===== config.mk =====
export PLATFORM = sky130hd
export DESIGN_NAME = store_buffer
export DESIGN_NICKNAME = d
export VERILOG_FILES = /design/src/rtl/store_buffer.sv
export SDC_FILE = /design/constraint.sdc
export NUM_CORES = 1
export LEC_CHECK = 0
export ABC_AREA = 0
export CAP_MARGIN = 30
export CELL_PAD_IN_SITES_DETAIL_PLACEMENT = 1
export CELL_PAD_IN_SITES_GLOBAL_PLACEMENT = 2
export CORE_ASPECT_RATIO = 0.6
export CORE_MARGIN = 2
export CORE_UTILIZATION = 39
export DETAILED_ROUTE_END_ITERATION = 10
export PLACE_DENSITY = 0.92
export REMOVE_ABC_BUFFERS = 1
export SLEW_MARGIN = 15
export SYNTH_ARGS = -nofsm -noshare
export SYNTH_HDL_FRONTEND = slang
export SYNTH_SLANG_ARGS = --single-unit
export TNS_END_PERCENT = 30

===== constraint.sdc =====
create_clock -name clk -period 5.5 [get_ports clk]
set_input_delay 1.1 -clock clk [delete_from_list [all_inputs] [get_ports clk]]
set_output_delay 1.1 -clock clk [all_outputs]
set_load 0.005 [all_outputs]

===== src/rtl/store_buffer.sv =====
// Posted-store FIFO between MEM stage and data memory, with load-address probe.
// Define STORE_BUF_FWD_EN to forward doubleword data to matching loads instead of stalling.
module store_buffer #(
  parameter int unsigned DEPTH = 4
) (
  input  logic                     clk,
  input  logic                     reset,
  input  logic                     st_valid,
  output logic                     st_ready,
  input  logic [63:0]              st_addr,
  input  logic [63:0]              st_data,
  input  logic                     st_word,
  input  logic                     mem_grant,
  output logic [63:0]              mem_addr,
  output logic [63:0]              mem_data,
  output logic                     mem_word_we,
  output logic                     mem_byte_we,
  input  logic                     ld_valid,
  input  logic [63:0]              ld_addr,
  output logic                     ld_fwd_hit,
  output logic [63:0]              ld_fwd_data,
  output logic                     ld_stall,
  output logic [$clog2(DEPTH):0]   count,
  output logic                     empty
);

  localparam int unsigned PW = $clog2(DEPTH);
  localparam logic [PW:0] FULL = (PW+1)'(DEPTH);

  logic [63:0]   addr_q [DEPTH];
  logic [63:0]   data_q [DEPTH];
  logic          word_q [DEPTH];
  logic [PW-1:0] head_q, tail_q;
  logic [PW:0]   count_q;
  logic          enq, deq;

  assign count    = count_q;
  assign empty    = (count_q == '0);
  assign st_ready = (count_q != FULL);
  assign enq      = st_valid && st_ready;
  assign deq      = !empty && mem_grant;

  always_comb begin
    mem_addr    = '0;
    mem_data    = '0;
    mem_word_we = 1'b0;
    mem_byte_we = 1'b0;
    if (!empty) begin
      mem_addr    = addr_q[head_q];
      mem_data    = data_q[head_q];
      mem_word_we = mem_grant && word_q[head_q];
      mem_byte_we = mem_grant && !word_q[head_q];
    end
  end

  always_ff @(posedge clk) begin
    if (enq) begin
      addr_q[tail_q] <= st_addr;
      data_q[tail_q] <= st_data;
      word_q[tail_q] <= st_word;
    end
  end

  always_ff @(posedge clk) begin
    if (reset) begin
      head_q  <= '0;
      tail_q  <= '0;
      count_q <= '0;
    end else begin
      if (enq) tail_q <= tail_q + 1'b1;
      if (deq) head_q <= head_q + 1'b1;
      if (enq && !deq)      count_q <= count_q + 1'b1;
      else if (!enq && deq) count_q <= count_q - 1'b1;
    end
  end

  // Walk oldest to youngest so the last match seen is the youngest one.
  logic          match_any;
  logic [PW-1:0] idx;
`ifdef STORE_BUF_FWD_EN
  logic          match_word;
  logic [63:0]   match_data;
`endif

  always_comb begin
    match_any  = 1'b0;
    idx        = '0;
`ifdef STORE_BUF_FWD_EN
    match_word = 1'b0;
    match_data = '0;
`endif
    for (int unsigned i = 0; i < DEPTH; i++) begin
      idx = head_q + PW'(i);
      if (((PW+1)'(i) < count_q) &&
          (((addr_q[idx] ^ ld_addr) & ~64'h7) == '0)) begin
        match_any  = 1'b1;
`ifdef STORE_BUF_FWD_EN
        match_word = word_q[idx];
        match_data = data_q[idx];
`endif
      end
    end
  end

`ifdef STORE_BUF_FWD_EN
  assign ld_fwd_hit  = ld_valid && match_any && match_word;
  assign ld_fwd_data = ld_fwd_hit ? match_data : '0;
  assign ld_stall    = ld_valid && match_any && !match_word;
`else
  assign ld_fwd_hit  = 1'b0;
  assign ld_fwd_data = '0;
  assign ld_stall    = ld_valid && match_any;
`endif

endmodule


Word level (Yosys, flattened, before mapping)
Memories as Yosys holds them, arrays and structs flattened. A register that Yosys moved wholly into a read port is not among the register bits.
Cells that the tools add are included.
{"block": "word_totals", "mem_bits_ro": 0, "memories": 3, "word_cells": 60, "latch_bits": 0, "register_bits": 7, "ram_bits": 516, "input_bits": 198}
{"block": "op_classes", "div": 0, "n_mux": 18, "multipliers": 0, "n_shift": 0, "add_sub_neg": 6, "n_reduce_logical": 21, "magnitude_cmp": 4, "n_eq_ne": 1, "bitwise_logic": 4}
{"memory": "addr_q", "depth": 4, "width": 64, "rd": 4, "rd_ports_with_merged_regs": 1, "write_ports": 1, "line": "30", "source": "logic [63:0] addr_q [DEPTH];"}
{"memory": "data_q", "depth": 4, "width": 64, "rd": 1, "rd_ports_with_merged_regs": 1, "write_ports": 1, "line": "31", "source": "logic [63:0] data_q [DEPTH];"}
{"memory": "word_q", "depth": 4, "width": 1, "rd": 1, "rd_ports_with_merged_regs": 1, "write_ports": 1, "line": "32", "source": "logic word_q [DEPTH];"}
{"operator": "64-bit logical NOT", "count": 4}
{"operator": "64-bit XOR", "count": 4}
{"operator": "64-bit two-way mux", "count": 2}
{"operator": "2-bit two-way mux", "count": 6}
{"operator": "1-bit logical AND", "count": 11}
{"operator": "1-bit two-way mux", "count": 8}
{"operator": "1-bit by 3-bit less-than comparator with 1-bit output (first input constant)", "count": 2}
{"operator": "2-bit by 3-bit less-than comparator with 1-bit output (first input constant)", "count": 2}
{"operator": "3-bit two-way mux", "count": 2}
{"operator": "2-bit by 1-bit adder with 2-bit output (second input constant)", "count": 2}
{"operator": "2-bit adder (second input constant)", "count": 2}
{"operator": "1-bit logical NOT", "count": 4}
{"operator": "3-bit by 1-bit adder with 3-bit output (second input constant)", "count": 1}
{"operator": "3-bit logical NOT", "count": 1}
{"operator": "3-bit inequality test (second input constant)", "count": 1}
{"operator": "3-bit by 1-bit subtractor with 3-bit output (second input constant)", "count": 1}
{"operator": "2-bit nonzero test", "count": 1}

Logic depth before layout (Yosys ltp)
An unclocked memory read counts as a cell.
{"block": "logic_depth", "word_depth": 9, "depth_mapped": 12, "ltp_nobuf": 9}

Worst setup path after synthesis
No wires, ideal clock.
{"block": "synth_timing", "path_type": "input to register", "start": "input st_valid", "end": "memory addr_q[0][0], enable pin", "setup_ns": 0.504, "path_buffers": 0, "cell_stages": 1, "required_ns": 4.996, "setup_slack_ns": 0.877, "arrival_time_ns": 4.119, "path_cell_list": "and3_1"}
{"block": "synth_via", "elab_chain_len": 3}
{"item": "start: declaration", "line": "8", "source": "input logic st_valid,"}
{"item": "1-bit logical AND", "line": "40", "source": "assign enq = st_valid && st_ready;"}
{"item": "1-bit two-way mux", "line": "57", "source": "if (enq) begin"}
{"item": "1-bit two-way mux (implied by the code)", "line": "58", "source": "addr_q[tail_q] <= st_addr;"}
{"item": "end: declaration", "line": "30"}
No other way between the ends.

Final worst setup path
{"block": "layout_timing", "start": "register head_q[0]", "end": "output ld_stall"}
{"block": "layout_via", "elab_chain_len": 9, "elab_cells_between_ends": 17, "classes_between": "add/sub: 3; mux: 3; bitwise: 3; reduce/logical: 7; memory: 1"}
{"item": "start: declaration", "line": "33", "source": "logic [PW-1:0] head_q, tail_q;"}
{"item": "start signal: assignment", "line": "71", "source": "if (deq) head_q <= head_q + 1'b1;"}
{"item": "2-bit by 1-bit adder with 2-bit output", "line": "93", "source": "idx = head_q + PW'(i);"}
{"item": "memory read 4 x 64 bit (*)"}
{"item": "64-bit XOR", "line": "95", "source": "(((addr_q[idx] ^ ld_addr) & ~64'h7) == '0)) begin"}
{"item": "64-bit logical NOT", "line": "95"}
{"item": "1-bit logical AND", "line": "94", "source": "if (((PW+1)'(i) < count_q) &&"}
{"item": "1-bit two-way mux (2 in a row)", "line": "94"}
{"item": "1-bit two-way mux (*)", "line": "94"}
{"item": "1-bit logical AND (*)", "line": "112", "source": "assign ld_stall = ld_valid && match_any;"}
{"item": "end: declaration", "line": "22", "source": "output logic ld_stall,"}
Mark *: on every way between the ends. The rest lies on a longest branch, timed or not.

==> impl_metrics.xml <==
<?xml version="1.0" encoding="UTF-8"?>
<metrics>
  <group name="sta">
    <metric name="setup-tns-final" unit="ns">0</metric>
    <metric name="maxSlewHeadroom" unit="%">31.9</metric>
    <metric name="unrepaired_setup_endpoints_after_global_routing" unit="">false</metric>
    <metric name="holdWs" unit="ns">0.608</metric>
    <metric name="fin_worst_skew" unit="ns">0.0391</metric>
    <metric name="final_hold_viol_count" unit="">0</metric>
    <metric name="maxClockFrequency" unit="MHz">197</metric>
    <metric name="period_needed" unit="ns">5.06</metric>
    <metric name="min_period_over_period" unit="%">92.1</metric>
    <metric name="report.final.setup_viol" unit="">0</metric>
    <metric name="drv_slew" unit="">0</metric>
    <metric name="max_slew.worst_pin.slew" unit="ns">1.02</metric>
    <metric name="final.setup.worst_slack" unit="ns">0.436</metric>
  </group>
  <group name="synthesis">
    <metric name="synth_cell_types" unit="">69</metric>
    <metric name="postSynth.asyncResetShare" unit="%">0</metric>
    <metric name="postSynthCellCount" unit="">1964</metric>
    <metric name="postSynthAreaPerCell" unit="µm²">14.5</metric>
    <metric name="synth_enable_flop_cells" unit="">516</metric>
    <metric name="synthesized_area" unit="µm²">28500</metric>
    <metric name="yosys_register_bits" unit="">525</metric>
    <metric name="synth_top_flop_cell" unit="">sky130_fd_sc_hd__edfxtp_1</metric>
    <metric name="synth-warning-count" unit="">0</metric>
    <metric name="seq_area_frac_synth" unit="%">55.1</metric>
  </group>
  <group name="die">
    <metric name="floorplan.die_area" unit="µm²">75200</metric>
    <metric name="floorplan.initialDensity" unit="%">39.5</metric>
    <metric name="core" unit="µm²">72000</metric>
    <metric name="boundary_pins" unit="">399</metric>
    <metric name="fp.dieW" unit="µm">353</metric>
    <metric name="placement_rows" unit="">76</metric>
    <metric name="vert_die_dim" unit="µm">213</metric>
  </group>
  <group name="placed_design">
    <metric name="globalplace.congestion" unit="">1.01</metric>
    <metric name="buffer_ports.inserted" unit="">330</metric>
    <metric name="dpl.cell_count" unit="">3346</metric>
    <metric name="place_hpwl" unit="µm">88400</metric>
    <metric name="preCtsSetupSlack" unit="ns">0.0196</metric>
  </group>
  <group name="routing">
    <metric name="via_per_inst" unit="">5.82</metric>
    <metric name="drt_drc_violations_left" unit="">0</metric>
    <metric name="drt_first_iter_violations" unit="">1875</metric>
    <metric name="route.antenna.remaining_nets" unit="">0</metric>
    <metric name="detail_route.wl_per_cell" unit="µm">33.0</metric>
    <metric name="vias" unit="">20100</metric>
    <metric name="initial_drt_pass_iterations" unit="">5</metric>
    <metric name="drt_wl_total" unit="µm">114000</metric>
  </group>
  <group name="finish">
    <metric name="mostFrequentLayoutCells" unit="">516 x sky130_fd_sc_hd__edfxtp_1, 328 x sky130_fd_sc_hd__clkdlybuf4s50_1, 208 x sky130_fd_sc_hd__buf_4, 181 x sky130_fd_sc_hd__mux2i_1, 166 x sky130_fd_sc_hd__mux4_2</metric>
    <metric name="area.growth.synth_to_final" unit="%">27.2</metric>
    <metric name="mostFrequentLayoutCell" unit="">sky130_fd_sc_hd__edfxtp_1</metric>
    <metric name="layout.cells.non_filler" unit="">3465</metric>
    <metric name="post_route_cells_drive_above_1_share" unit="%">23.0</metric>
    <metric name="multiInputGateArea" unit="µm²">12000</metric>
    <metric name="fillerInstances" unit="">7112</metric>
    <metric name="fin_nets" unit="">2655</metric>
    <metric name="regArea" unit="µm²">15700</metric>
  </group>
  <group name="cts">
    <metric name="cts_htree_levels" unit="">2</metric>
    <metric name="insertion_delay" unit="ns">0.64</metric>
    <metric name="clkSlewWorstSetupHoldPaths" unit="ns">0.06</metric>
    <metric name="cts_bufs_inserted" unit="">51</metric>
    <metric name="hold_buffers" unit="">0</metric>
    <metric name="library_cell_used_as_clock_root_buffer" unit="">sky130_fd_sc_hd__clkbuf_16</metric>
    <metric name="clock_sink_count" unit="">525</metric>
    <metric name="clockBufferDepth" unit="">3</metric>
    <metric name="cts_tree" unit="">done</metric>
  </group>
  <group name="setup_path">
    <metric name="worst_r2r_endpoint" unit="">addr_q[0][31]$_DFFE_PP_</metric>
    <metric name="cp_slowest_cell" unit="">sky130_fd_sc_hd__dfxtp_4</metric>
    <metric name="reg2regPathDepth" unit="">5</metric>
    <metric name="critical_path_class" unit="">reg -&gt; out</metric>
    <metric name="timing.critical_path.buf_inv" unit="">8</metric>
    <metric name="worstSetupStartpointType" unit="">flop</metric>
    <metric name="startpoint" unit="">head_q[0]$_SDFFE_PP0P_</metric>
    <metric name="startpoint_of_the_worst_register_to_register_path" unit="">count[0]$_SDFFE_PP0P_</metric>
    <metric name="cp_top_family" unit="">buffers and inverters</metric>
    <metric name="cp_num_cells" unit="">16</metric>
    <metric name="max_stage_delay" unit="ns">0.36</metric>
    <metric name="maximum_fanout_along_the_worst_path" unit="">16</metric>
    <metric name="cp-endpoint" unit="">ld_stall</metric>
    <metric name="most_used_cell_cp" unit="">sky130_fd_sc_hd__buf_4</metric>
    <metric name="timing.critical_path.required" unit="ns">4.40</metric>
    <metric name="worst_setup_path_end_kind" unit="">output pin</metric>
    <metric name="arrival_worst_endpoint" unit="ns">3.96</metric>
    <metric name="regToRegSetupSlack" unit="ns">2.55</metric>
    <metric name="critical_path.cell_chain" unit="">buf_4 &gt; buf_12 &gt; buf_4 &gt; buf_16 &gt; mux2i_1 &gt; nor2_1 &gt; buf_4 &gt; a21oi_1 &gt; a21oi_1 &gt; nor3_1 &gt; buf_4 &gt; nand3_1 &gt; nor4_4 &gt; buf_4 &gt; o41a_1 &gt; dlymetal6s2s_1</metric>
  </group>
  <group name="power_and_ir_drop">
    <metric name="irDropWorstVdd" unit="mV">0.363</metric>
    <metric name="total_power_consumption_of_the_routed_design" unit="mW">17.9</metric>
    <metric name="power_density" unit="nW/µm²">494</metric>
    <metric name="p_leak" unit="nW">12.0</metric>
  </group>
  <group name="hold_path">
    <metric name="hold_path.class" unit="">reg -&gt; reg</metric>
  </group>
  <group name="global_route">
    <metric name="first_global_vias" unit="">20500</metric>
    <metric name="grt_remaining_overflow" unit="">0</metric>
    <metric name="grtUsageTotal" unit="%">29.8</metric>
    <metric name="initial_antenna_violation_count" unit="">8</metric>
    <metric name="grt_start_max_net_pins" unit="">77</metric>
    <metric name="grt_first_pass_wirelength" unit="µm">157000</metric>
  </group>
  <group name="status">
    <metric name="run_status" unit="">finished, final reports clean</metric>
  </group>
  <group name="job">
    <metric name="cap_violations" unit="">0</metric>
  </group>
</metrics>
how the worst min path moves through the flow:
stage | start | end | cells past startpoint
2_1_floorplan | count[2]$_SDFFE_PP0P_ | count[2]$_SDFFE_PP0P_ | 2
3_3_place_gp | tail_q[0]$_SDFFE_PP0P_ | tail_q[0]$_SDFFE_PP0P_ | 2
3_5_place_dp | tail_q[0]$_SDFFE_PP0P_ | tail_q[0]$_SDFFE_PP0P_ | 2
4_1_cts | tail_q[0]$_SDFFE_PP0P_ | tail_q[0]$_SDFFE_PP0P_ | 2
5_1_grt | tail_q[0]$_SDFFE_PP0P_ | tail_q[0]$_SDFFE_PP0P_ | 2
6_report | tail_q[0]$_SDFFE_PP0P_ | tail_q[0]$_SDFFE_PP0P_ | 2
logic make-up after synthesis:
group / count (synthesis) / synth area share [%]
and+or+nand+nor: 401 / 7.36
DFF: 525 / 55.1
AOI/OAI and AO/OA: 237 / 5.65
other: 1 / 0.0132
buffers and inverters: 232 / 4.95
muxes: 400 / 21.7
adders and majority gates: 9 / 0.396
xor gates and xnor gates: 159 / 4.89
worst register-to-register path: cells and delay by family (launching register included):
kind	cells	cell delay, ns
adder cells (fa/ha/maj)	1	0.27
flip-flops	1	0.53
buffers and inverters	2	0.75
AND/OR/NAND/NOR	2	0.94
power breakdown:
part           switching, mW  total, mW  internal, mW
Sequential             0.261       5.22          4.96
Clock                   1.58       3.48          1.90
Combinational           4.92       9.16          4.25
layer usage:
layer	track usage, %	up-vias	routed length, µm
met5	3.03	-	334
met4	4.97	6	1730
met3	10.5	108	12700
met2	42.9	904	48400
met1	43.4	10600	51100
li1	-	8544	-
synth_stat cells (9+ instances only):
master	n	area share, %
sky130_fd_sc_hd__a22oi_1	13	0.34
sky130_fd_sc_hd__ha_1	9	0.40
sky130_fd_sc_hd__clkbuf_1	61	0.80
sky130_fd_sc_hd__o211ai_1	10	0.26
sky130_fd_sc_hd__a211oi_1	17	0.45
sky130_fd_sc_hd__nor3_1	13	0.23
sky130_fd_sc_hd__a221oi_1	13	0.40
sky130_fd_sc_hd__buf_4	83	2.2
sky130_fd_sc_hd__buf_1	14	0.18
sky130_fd_sc_hd__a21oi_1	52	0.91
sky130_fd_sc_hd__nand2_1	79	1.0
sky130_fd_sc_hd__nor4_1	29	0.64
sky130_fd_sc_hd__o2111ai_1	13	0.40
sky130_fd_sc_hd__inv_1	22	0.29
sky130_fd_sc_hd__buf_6	9	0.36
sky130_fd_sc_hd__buf_2	32	0.56
sky130_fd_sc_hd__xnor2_1	91	2.8
sky130_fd_sc_hd__nand4_1	28	0.62
sky130_fd_sc_hd__and2_1	111	2.4
sky130_fd_sc_hd__edfxtp_1	516	54
sky130_fd_sc_hd__o21ai_0	40	0.70
sky130_fd_sc_hd__mux2_2	21	0.83
sky130_fd_sc_hd__mux4_2	166	13
sky130_fd_sc_hd__dfxtp_1	9	0.63
sky130_fd_sc_hd__and3_1	11	0.24
sky130_fd_sc_hd__nand3_1	18	0.32
sky130_fd_sc_hd__mux2i_1	209	7.3
sky130_fd_sc_hd__o22ai_1	37	0.81
sky130_fd_sc_hd__xor2_1	68	2.1
sky130_fd_sc_hd__nor2_1	81	1.1
sequential cells by signal, indices dropped and copies added, names as in the netlist, named ones only:
name,flops
addr_q,256
data_q,256
word_q,4
count,3
head_q,2
tail_q,2
timing repair:
item,in CTS,in global routing
endpoints found under the setup margin,1,1
cloned,0,2
setup buffers,7,13
hold endpoints to repair,0,0
pin swaps,2,11
resized for setup,23,61
through the flow:
| step | utilization (%) | area (µm²) |
|---|---|---|
| after floorplan | - | 27400 |
| after global placement | 47.0 | 33800 |
| after detailed placement | 47.0 | 33900 |
| after CTS | 49.5 | 35700 |
| after global routing | 50.3 | 36200 |
| final | 50.3 | 36200 |
final cells by class:
class,count,share of cell area (%)
Tap cell,975,3.37
Sequential cell,525,43.3
Inverter,23,0.238
Clock inverter,29,0.816
Antenna cell,3,0.0207
Timing Repair Buffer,576,15.5
Clock buffer,63,3.65
Multi-Input combinational cell,1271,33.1
(Power assumes the default switching activity.)
